$ cat src/rtl/axil_regbank_if.sv
// AXI4-Lite channel bundle for axil_regbank.
// The slave modport is what the register bank sees; master is the interconnect side.
interface axil_regbank_if #(
    parameter int ADDR_W = 16,
    parameter int DATA_W = 32
);
    localparam int STRB_W = DATA_W / 8;

    // Every channel uses standard AXI valid/ready: a beat transfers on a rising
    // clk edge where valid and ready are both 1. A source holds valid and its
    // payload stable until that edge, and a sink may drive ready independently of valid.
    logic              awvalid;
    logic              awready;
    logic [ADDR_W-1:0] awaddr;
    logic [2:0]        awprot;

    logic              wvalid;
    logic              wready;
    logic [DATA_W-1:0] wdata;
    logic [STRB_W-1:0] wstrb;

    logic              bvalid;
    logic              bready;
    logic [1:0]        bresp;

    logic              arvalid;
    logic              arready;
    logic [ADDR_W-1:0] araddr;
    logic [2:0]        arprot;

    logic              rvalid;
    logic              rready;
    logic [DATA_W-1:0] rdata;
    logic [1:0]        rresp;

    modport slave (
        input  awvalid, awaddr, awprot,
        output awready,
        input  wvalid, wdata, wstrb,
        output wready,
        output bvalid, bresp,
        input  bready,
        input  arvalid, araddr, arprot,
        output arready,
        output rvalid, rdata, rresp,
        input  rready
    );

    modport master (
        output awvalid, awaddr, awprot,
        input  awready,
        output wvalid, wdata, wstrb,
        input  wready,
        input  bvalid, bresp,
        output bready,
        output arvalid, araddr, arprot,
        input  arready,
        input  rvalid, rdata, rresp,
        output rready
    );
endinterface

$ cat src/rtl/axil_regbank.sv
// axil_regbank: AXI4-Lite register bank.
// The bank has NUM_REGS RW data registers, each with a hardware load port.
// It also has a W1C interrupt status register, an interrupt enable register and a read-only INFO word.
// Optional macro REGBANK_SLVERR_EN: return SLVERR for unmapped accesses and for writes to INFO.
// When the macro is undefined, both response channels are tied to OKAY.
module axil_regbank #(
    parameter int                ADDR_W    = 16,
    parameter int                DATA_W    = 32,
    parameter int                STRB_W    = DATA_W / 8,
    parameter int                NUM_REGS  = 8,
    parameter int                NUM_IRQ   = 8,
    parameter logic [DATA_W-1:0] RESET_VAL = '0
) (
    input  logic                       clk,
    input  logic                       rst,
    axil_regbank_if.slave              s_axil,
    input  logic [NUM_REGS-1:0]        hw_en,
    input  logic [NUM_REGS*DATA_W-1:0] hw_in,
    output logic [NUM_REGS*DATA_W-1:0] reg_out,
    input  logic [NUM_IRQ-1:0]         irq_set,
    output logic                       irq,
    output logic [1:0]                 dbg_rd_state
);
    // Decoding works on 32-bit word indices; address bits [1:0] are ignored.
    localparam int                WORD_W    = ADDR_W - 2;
    localparam logic [WORD_W-1:0] WORD_STAT = WORD_W'(32'h80);  // 0x200
    localparam logic [WORD_W-1:0] WORD_EN   = WORD_W'(32'h81);  // 0x204
    localparam logic [WORD_W-1:0] WORD_INFO = WORD_W'(32'h82);  // 0x208
    localparam logic [7:0]        NR8       = 8'(NUM_REGS);
    localparam logic [7:0]        NI8       = 8'(NUM_IRQ);
    localparam logic [DATA_W-1:0] INFO_VAL  = DATA_W'({NI8, NR8});

    typedef enum logic [1:0] {
        RD_IDLE = 2'd0,
        RD_PEND = 2'd1,
        RD_RESP = 2'd2
    } rd_state_t;

    // ---------------- write channel ----------------
    logic              r_aw_held;
    logic              r_w_held;
    logic              r_bvalid;
    logic [WORD_W-1:0] r_aw_word;
    logic [DATA_W-1:0] r_wdata;
    logic [STRB_W-1:0] r_wstrb;
    logic              w_wr_fire;
    logic              w_b_done;
    logic [DATA_W-1:0] w_wmask;
    logic [DATA_W-1:0] w_wbits;
    logic              w_hit_stat;
    logic              w_hit_en;

    assign w_wr_fire = r_aw_held & r_w_held & ~r_bvalid;
    assign w_b_done  = r_bvalid & s_axil.bready;

    assign s_axil.awready = ~r_aw_held;
    assign s_axil.wready  = ~r_w_held;
    assign s_axil.bvalid  = r_bvalid;

    // Hold each write beat until its response completes; bvalid rises at the commit edge.
    always_ff @(posedge clk) begin
        if (rst) begin
            r_aw_held <= 1'b0;
            r_w_held  <= 1'b0;
            r_bvalid  <= 1'b0;
            r_aw_word <= '0;
            r_wdata   <= '0;
            r_wstrb   <= '0;
        end else begin
            if (s_axil.awvalid && !r_aw_held) begin
                r_aw_held <= 1'b1;
                r_aw_word <= s_axil.awaddr[ADDR_W-1:2];
            end else if (w_b_done) begin
                r_aw_held <= 1'b0;
            end
            if (s_axil.wvalid && !r_w_held) begin
                r_w_held <= 1'b1;
                r_wdata  <= s_axil.wdata;
                r_wstrb  <= s_axil.wstrb;
            end else if (w_b_done) begin
                r_w_held <= 1'b0;
            end
            if (w_wr_fire) begin
                r_bvalid <= 1'b1;
            end else if (w_b_done) begin
                r_bvalid <= 1'b0;
            end
        end
    end

    // Expand byte strobes into a bit mask for the held write beat.
    always_comb begin
        w_wmask = '0;
        for (int b = 0; b < STRB_W; b++) begin
            w_wmask[b*8 +: 8] = {8{r_wstrb[b]}};
        end
    end

    assign w_wbits    = r_wdata & w_wmask;
    assign w_hit_stat = w_wr_fire && (r_aw_word == WORD_STAT);
    assign w_hit_en   = w_wr_fire && (r_aw_word == WORD_EN);

    // ---------------- data registers ----------------
    logic [DATA_W-1:0] r_data [NUM_REGS];

    for (genvar gi = 0; gi < NUM_REGS; gi++) begin : g_data
        // An AXI write wins over a hardware load; unwritten lanes keep the old value.
        always_ff @(posedge clk) begin
            if (rst) begin
                r_data[gi] <= RESET_VAL;
            end else if (w_wr_fire && (r_aw_word == WORD_W'(gi))) begin
                r_data[gi] <= (r_data[gi] & ~w_wmask) | w_wbits;
            end else if (hw_en[gi]) begin
                r_data[gi] <= hw_in[gi*DATA_W +: DATA_W];
            end
        end
        assign reg_out[gi*DATA_W +: DATA_W] = r_data[gi];
    end

    // ---------------- interrupts ----------------
    logic [NUM_IRQ-1:0] r_int_stat;
    logic [NUM_IRQ-1:0] r_int_en;
    logic               r_irq;
    logic [NUM_IRQ-1:0] w_w1c;

    assign w_w1c = w_hit_stat ? w_wbits[NUM_IRQ-1:0] : '0;

    // Status bits: a new set pulse beats a simultaneous W1C clear.
    always_ff @(posedge clk) begin
        if (rst) begin
            r_int_stat <= '0;
        end else begin
            r_int_stat <= (r_int_stat & ~w_w1c) | irq_set;
        end
    end

    // Enable register and the registered level interrupt.
    always_ff @(posedge clk) begin
        if (rst) begin
            r_int_en <= '0;
            r_irq    <= 1'b0;
        end else begin
            if (w_hit_en) begin
                r_int_en <= (r_int_en & ~w_wmask[NUM_IRQ-1:0]) | w_wbits[NUM_IRQ-1:0];
            end
            r_irq <= |(r_int_stat & r_int_en);
        end
    end

    assign irq = r_irq;

    // ---------------- read channel ----------------
    rd_state_t         r_rd_state;
    rd_state_t         w_rd_next;
    logic              w_arready;
    logic              w_rvalid;
    logic              w_rd_load;
    logic [WORD_W-1:0] r_ar_word;
    logic [DATA_W-1:0] r_rdata;
    logic [DATA_W-1:0] w_rd_val;

    // Read FSM state register.
    always_ff @(posedge clk) begin
        if (rst) begin
            r_rd_state <= RD_IDLE;
        end else begin
            r_rd_state <= w_rd_next;
        end
    end

    // Read FSM next state: accept, spend one cycle fetching, then hold until rready.
    always_comb begin
        w_rd_next = r_rd_state;
        case (r_rd_state)
            RD_IDLE: if (s_axil.arvalid) w_rd_next = RD_PEND;
            RD_PEND: w_rd_next = RD_RESP;
            RD_RESP: if (s_axil.rready) w_rd_next = RD_IDLE;
            default: w_rd_next = RD_IDLE;
        endcase
    end

    // Read FSM outputs.
    always_comb begin
        w_arready = 1'b0;
        w_rvalid  = 1'b0;
        w_rd_load = 1'b0;
        case (r_rd_state)
            RD_IDLE: w_arready = 1'b1;
            RD_PEND: w_rd_load = 1'b1;
            RD_RESP: w_rvalid  = 1'b1;
            default: w_arready = 1'b0;
        endcase
    end

    assign s_axil.arready = w_arready;
    assign s_axil.rvalid  = w_rvalid;
    assign s_axil.rdata   = r_rdata;
    assign dbg_rd_state   = r_rd_state;

    // Read mux; unmapped words read as zero.
    always_comb begin
        w_rd_val = '0;
        for (int i = 0; i < NUM_REGS; i++) begin
            if (r_ar_word == WORD_W'(i)) w_rd_val = r_data[i];
        end
        if (r_ar_word == WORD_STAT) w_rd_val = DATA_W'(r_int_stat);
        if (r_ar_word == WORD_EN)   w_rd_val = DATA_W'(r_int_en);
        if (r_ar_word == WORD_INFO) w_rd_val = INFO_VAL;
    end

    // Capture the read address at accept and register the data one cycle later.
    always_ff @(posedge clk) begin
        if (rst) begin
            r_ar_word <= '0;
            r_rdata   <= '0;
        end else begin
            if (w_arready && s_axil.arvalid) r_ar_word <= s_axil.araddr[ADDR_W-1:2];
            if (w_rd_load) r_rdata <= w_rd_val;
        end
    end

    // ---------------- responses ----------------
`ifdef REGBANK_SLVERR_EN
    logic [1:0] r_bresp;
    logic [1:0] r_rresp;
    logic       w_wr_ok;
    logic       w_rd_ok;

    assign w_wr_ok = (r_aw_word < WORD_W'(NUM_REGS)) || (r_aw_word == WORD_STAT) ||
                     (r_aw_word == WORD_EN);
    assign w_rd_ok = (r_ar_word < WORD_W'(NUM_REGS)) || (r_ar_word == WORD_STAT) ||
                     (r_ar_word == WORD_EN) || (r_ar_word == WORD_INFO);

    // Responses are latched at commit/fetch, so they stay stable while valid is high.
    always_ff @(posedge clk) begin
        if (rst) begin
            r_bresp <= 2'b00;
            r_rresp <= 2'b00;
        end else begin
            if (w_wr_fire) r_bresp <= w_wr_ok ? 2'b00 : 2'b10;
            if (w_rd_load) r_rresp <= w_rd_ok ? 2'b00 : 2'b10;
        end
    end

    assign s_axil.bresp = r_bresp;
    assign s_axil.rresp = r_rresp;
`else
    assign s_axil.bresp = 2'b00;
    assign s_axil.rresp = 2'b00;
`endif

    // Protection bits and byte offsets carry no meaning for this bank.
    logic w_unused_ok;
    assign w_unused_ok = &{1'b0, s_axil.awprot, s_axil.arprot,
                           s_axil.awaddr[1:0], s_axil.araddr[1:0]};
endmodule

$ cat src/flat_wrapper.sv
// flat-port wrapper written by rule: the top's interface ports become plain ports
module axil_regbank_flat 
#(
    parameter int                ADDR_W    = 16,
    parameter int                DATA_W    = 32,
    parameter int                STRB_W    = DATA_W / 8,
    parameter int                NUM_REGS  = 8,
    parameter int                NUM_IRQ   = 8,
    parameter logic [DATA_W-1:0] RESET_VAL = '0
)
  (clk, rst, hw_en, hw_in, reg_out, irq_set, irq, dbg_rd_state, s_axil_awvalid, s_axil_awaddr, s_axil_awprot, s_axil_awready, s_axil_wvalid, s_axil_wdata, s_axil_wstrb, s_axil_wready, s_axil_bvalid, s_axil_bresp, s_axil_bready, s_axil_arvalid, s_axil_araddr, s_axil_arprot, s_axil_arready, s_axil_rvalid, s_axil_rdata, s_axil_rresp, s_axil_rready);
  axil_regbank_if #(.ADDR_W(ADDR_W), .DATA_W(DATA_W)) s_axil_i ();
  input  logic clk;
  input  logic rst;
  input  logic [NUM_REGS-1:0] hw_en;
  input  logic [NUM_REGS*DATA_W-1:0] hw_in;
  output logic [NUM_REGS*DATA_W-1:0] reg_out;
  input  logic [NUM_IRQ-1:0] irq_set;
  output logic irq;
  output logic [1:0] dbg_rd_state;
  input wire logic [$bits(s_axil_i.awvalid)-1:0] s_axil_awvalid;
  input wire logic [$bits(s_axil_i.awaddr)-1:0] s_axil_awaddr;
  input wire logic [$bits(s_axil_i.awprot)-1:0] s_axil_awprot;
  output wire logic [$bits(s_axil_i.awready)-1:0] s_axil_awready;
  input wire logic [$bits(s_axil_i.wvalid)-1:0] s_axil_wvalid;
  input wire logic [$bits(s_axil_i.wdata)-1:0] s_axil_wdata;
  input wire logic [$bits(s_axil_i.wstrb)-1:0] s_axil_wstrb;
  output wire logic [$bits(s_axil_i.wready)-1:0] s_axil_wready;
  output wire logic [$bits(s_axil_i.bvalid)-1:0] s_axil_bvalid;
  output wire logic [$bits(s_axil_i.bresp)-1:0] s_axil_bresp;
  input wire logic [$bits(s_axil_i.bready)-1:0] s_axil_bready;
  input wire logic [$bits(s_axil_i.arvalid)-1:0] s_axil_arvalid;
  input wire logic [$bits(s_axil_i.araddr)-1:0] s_axil_araddr;
  input wire logic [$bits(s_axil_i.arprot)-1:0] s_axil_arprot;
  output wire logic [$bits(s_axil_i.arready)-1:0] s_axil_arready;
  output wire logic [$bits(s_axil_i.rvalid)-1:0] s_axil_rvalid;
  output wire logic [$bits(s_axil_i.rdata)-1:0] s_axil_rdata;
  output wire logic [$bits(s_axil_i.rresp)-1:0] s_axil_rresp;
  input wire logic [$bits(s_axil_i.rready)-1:0] s_axil_rready;
  assign s_axil_i.awvalid = s_axil_awvalid;
  assign s_axil_i.awaddr = s_axil_awaddr;
  assign s_axil_i.awprot = s_axil_awprot;
  assign s_axil_awready = s_axil_i.awready;
  assign s_axil_i.wvalid = s_axil_wvalid;
  assign s_axil_i.wdata = s_axil_wdata;
  assign s_axil_i.wstrb = s_axil_wstrb;
  assign s_axil_wready = s_axil_i.wready;
  assign s_axil_bvalid = s_axil_i.bvalid;
  assign s_axil_bresp = s_axil_i.bresp;
  assign s_axil_i.bready = s_axil_bready;
  assign s_axil_i.arvalid = s_axil_arvalid;
  assign s_axil_i.araddr = s_axil_araddr;
  assign s_axil_i.arprot = s_axil_arprot;
  assign s_axil_arready = s_axil_i.arready;
  assign s_axil_rvalid = s_axil_i.rvalid;
  assign s_axil_rdata = s_axil_i.rdata;
  assign s_axil_rresp = s_axil_i.rresp;
  assign s_axil_i.rready = s_axil_rready;
  axil_regbank #(.ADDR_W(ADDR_W), .DATA_W(DATA_W), .STRB_W(STRB_W), .NUM_REGS(NUM_REGS), .NUM_IRQ(NUM_IRQ), .RESET_VAL(RESET_VAL)) u_core (.clk(clk), .rst(rst), .s_axil(s_axil_i), .hw_en(hw_en), .hw_in(hw_in), .reg_out(reg_out), .irq_set(irq_set), .irq(irq), .dbg_rd_state(dbg_rd_state));
endmodule
$ cat config.mk
export PLATFORM = sky130hd
export DESIGN_NAME = axil_regbank_flat
export DESIGN_NICKNAME = d
export VERILOG_FILES = /design/src/rtl/axil_regbank_if.sv /design/src/rtl/axil_regbank.sv /design/src/flat_wrapper.sv
export SDC_FILE = /design/constraint.sdc
export NUM_CORES = 1
export LEC_CHECK = 0
export ABC_AREA = 1
export ABC_CLOCK_PERIOD_IN_PS = 3210
export CORE_AREA = 2 2 256 258
export CTS_CLUSTER_DIAMETER = 30
export CTS_CLUSTER_SIZE = 10
export DETAILED_ROUTE_END_ITERATION = 8
export DIE_AREA = 0 0 258 260
export GPL_ROUTABILITY_DRIVEN = 1
export MAX_ROUTING_LAYER = met4
export PLACE_DENSITY = 0.57
export SLEW_MARGIN = 10
export SYNTH_ARGS = -nofsm -noshare
export SYNTH_HDL_FRONTEND = slang
export SYNTH_SLANG_ARGS = --single-unit
$ cat constraint.sdc
create_clock -name clk -period 3.21 [get_ports clk]
set_input_delay 0.642 -clock clk [delete_from_list [all_inputs] [get_ports clk]]
set_output_delay 0.642 -clock clk [all_outputs]
set_load 0.005 [all_outputs]
==> metrics.cfg <==
[status]
status=complete, no violations

[clock_tree]
clkLatencyLatePin_ns=0.64
root_buffer=clkbuf_16
cts_tree=yes
htree_num_levels=3
cts.sinks=374
cts_hold_buf=0
post_cts_buffers=0
cts.reportedPaths.clkPinSlew_ns=0.05
post_cts_resized=0
clockBufferDepth=3
cts_buffers=97

[worst_setup_path]
path_cells=nor4_1 > nand2_1 > nor2_2 > buf_4 > nand4_1 > nand3_2 > nand3_2 > buf_4
cp_max_fo=19
slowest_delay_ns=0.45
critPathArrivalTime_ns=3.08
crit_path_start_kind=flip-flop
r2r_slack_ns=0.46
path_delay_family=simple AND/OR/NAND/NOR gates
critical_path_class=reg2reg
path_depth=8
crit_slowest_cell=nand3_2
reg2reg_depth=8
cp.buffers_inverters=2
cp.required_ns=3.55
endpoint_kind=flip-flop

[global_route]
grt_pass1_vias=21000
grt_max_degree=58
grt-ovfl-total=0
grt_usage_pct=30.5
grt_pass1_wl_mm=145
antenna_found_initial=16

[timing]
maxSlewHeadroom_pct=39.7
report.final.slew_viol_count=0
rsz0062_at_grt=false
setup_viol=0
final.min_clock_period_ns=2.75
fmax_mhz=364
finClkSkew_ns=0.0282
worstMarginPinSlew_ns=0.904
hold_viol=0
timing.hold.ws_ns=0.452
worst_slack_ns=0.463
period_share_pct=85.6
fin_tns_setup_ns=0

[floorplan]
chipHeight_microns=260
io_pins=653
start_util_pct=29.5
fp-row-count=93
core_area_sq_um=64100
die_area_sq_um=67100
die_w_microns=258

[place]
placed_cell_area_sq_um=26600
gp_congestion=0.951
dp_hpwl_mm=74.1
place.port_buffers=638
post-place-ws_ns=0.564

[synthesis]
yosysTopAreaCellShare_pct=40.6
yosysUniqueCellTypes=41
syn_area_sq_um=18900
synth_area_per_cell_sq_um=8.38
syn_inst=2257
yosys_register_bits=374
synth_warnings=0
synth-seq-area-share_pct=53.1
yosysTopAreaCell=edfxtp_1
netlist_top_cells_area=edfxtp_1, dfxtp_1, o21ai_0

[detailed_routing]
dr_total_vias=21000
wl_per_cell_microns=26.6
ant_nets=0
vias_per_cell=5.41
routed_wl_mm=103
drc=0
drtPass1Iterations=6
drtIter0Drc=2146

[power]
power.leakage_nw=12.0
ir_drop_mv=0.399
power.density_nw_per_um2=634

[cells_and_area]
design_area_sq_um=30100
drive_gt1_share_pct=10.6
synthToLayoutAreaGrowth_pct=59.3
fin_nets=3275

[min_path]
worstHoldPathCells=2
hold_path_class=reg2reg

[run]
drv_cap=0

## area by class of cell
type                            count  area, sq um
Fill cell                        6070        34000
Sequential cell                   374        10100
Timing Repair Buffer              717         7130
Multi-Input combinational cell   1417         7130
Clock buffer                      124         2710
Inverter                          315         1180
Tap cell                          855         1070
Clock inverter                     60          831
Antenna cell                       15         37.5
## kinds of logic (layout without fill, tap and decap cells)
logic type      Yosys count  count (layout)  share of synthesized area, %
buf+inv                 469            1216                          9.93
simple gates            655             655                          15.1
other cells               1              19                        0.0198
compound gates          758             758                          21.8
flops                   374             374                          53.1
## metrics by stage
stage | total power [mW] | util, % | std cells
after floorplan | 6.87 | - | 2260
after global placement | 8.60 | 41.4 | 3678
after detailed placement | 8.62 | 41.4 | 3678
after CTS | 19.1 | 47.0 | 3862
after global routing | 19.6 | 47.0 | 3875
final | 19.1 | 47.0 | 3877
## per-layer routing
layer | wire length, microns | share of wire, % | vias up | GRT usage [%]
met4 | 3960 | 3.8 | 0 | 12.8
met2 | 49000 | 48 | 1395 | 49.9
met5 | 0 | 0 | - | -
li1 | - | - | 9246 | -
met3 | 10600 | 10 | 264 | 7.65
met1 | 39500 | 38 | 10100 | 35.8
## state kept, by name (all words and copies together), names as in the netlist, 2 cells and up, named ones only
register	cells
u_core.s_axil.rdata	32
u_core.r_wstrb	4
u_core.r_ar_word	14
u_core.r_aw_word	14
u_core.dbg_rd_state	2
u_core.r_data	256
u_core.r_int_stat	8
u_core.r_wdata	32
## Yosys cell counts, drive strengths merged
cell and number:
nand3 97, o21ai 364, buf 68, conb 1
nand2 329, clkbuf 86, nand4 33, nor3 10
o21bai 1, nor4 7, edfxtp 256, or2 15
and3 2, a221oi 3, dfxtp 118, o211ai 3
o22ai 226, a211oi 9, nor2 162, o2111ai 1
clkinv 4, inv 311, a21oi 144, a31oi 7
## report_power, final
part	leakage, nW	internal (mW)	total (mW)	switching (mW)
sequential	3.60	5.60	5.99	0.391
combinational	6.69	1.22	2.60	1.38
clock	1.73	7.38	10.5	3.13
## cells in the final DEF (no fill, tap or decap), types with 68 or more instances in the layout
cell type and count:
a21oi_1 144, nand2_1 323, nor2_1 155, clkdlybuf4s50_1 637, clkbuf_16 101, o21ai_0 344, inv_1 299, edfxtp_1 256
buf_4 68, nand3_1 74, dfxtp_1 115, o22ai_1 226
## path summary, 6_finish.rpt
path	start	to
max	u_core.r_aw_word[9]	u_core.r_data[1][49]
min	u_core.r_wdata[12]	u_core.r_wdata[12]
max reg2reg	u_core.r_aw_word[9]	u_core.r_data[1][49]
min reg2reg	u_core.r_wdata[12]	u_core.r_wdata[12]
## tightest hold or removal path: stages, from the launching register on
cell and delay (ns):
dfxtp_1 0.29, inv_1 0.06, a21oi_1 0.05
Note: power is estimated with default switching activity, not from simulation.
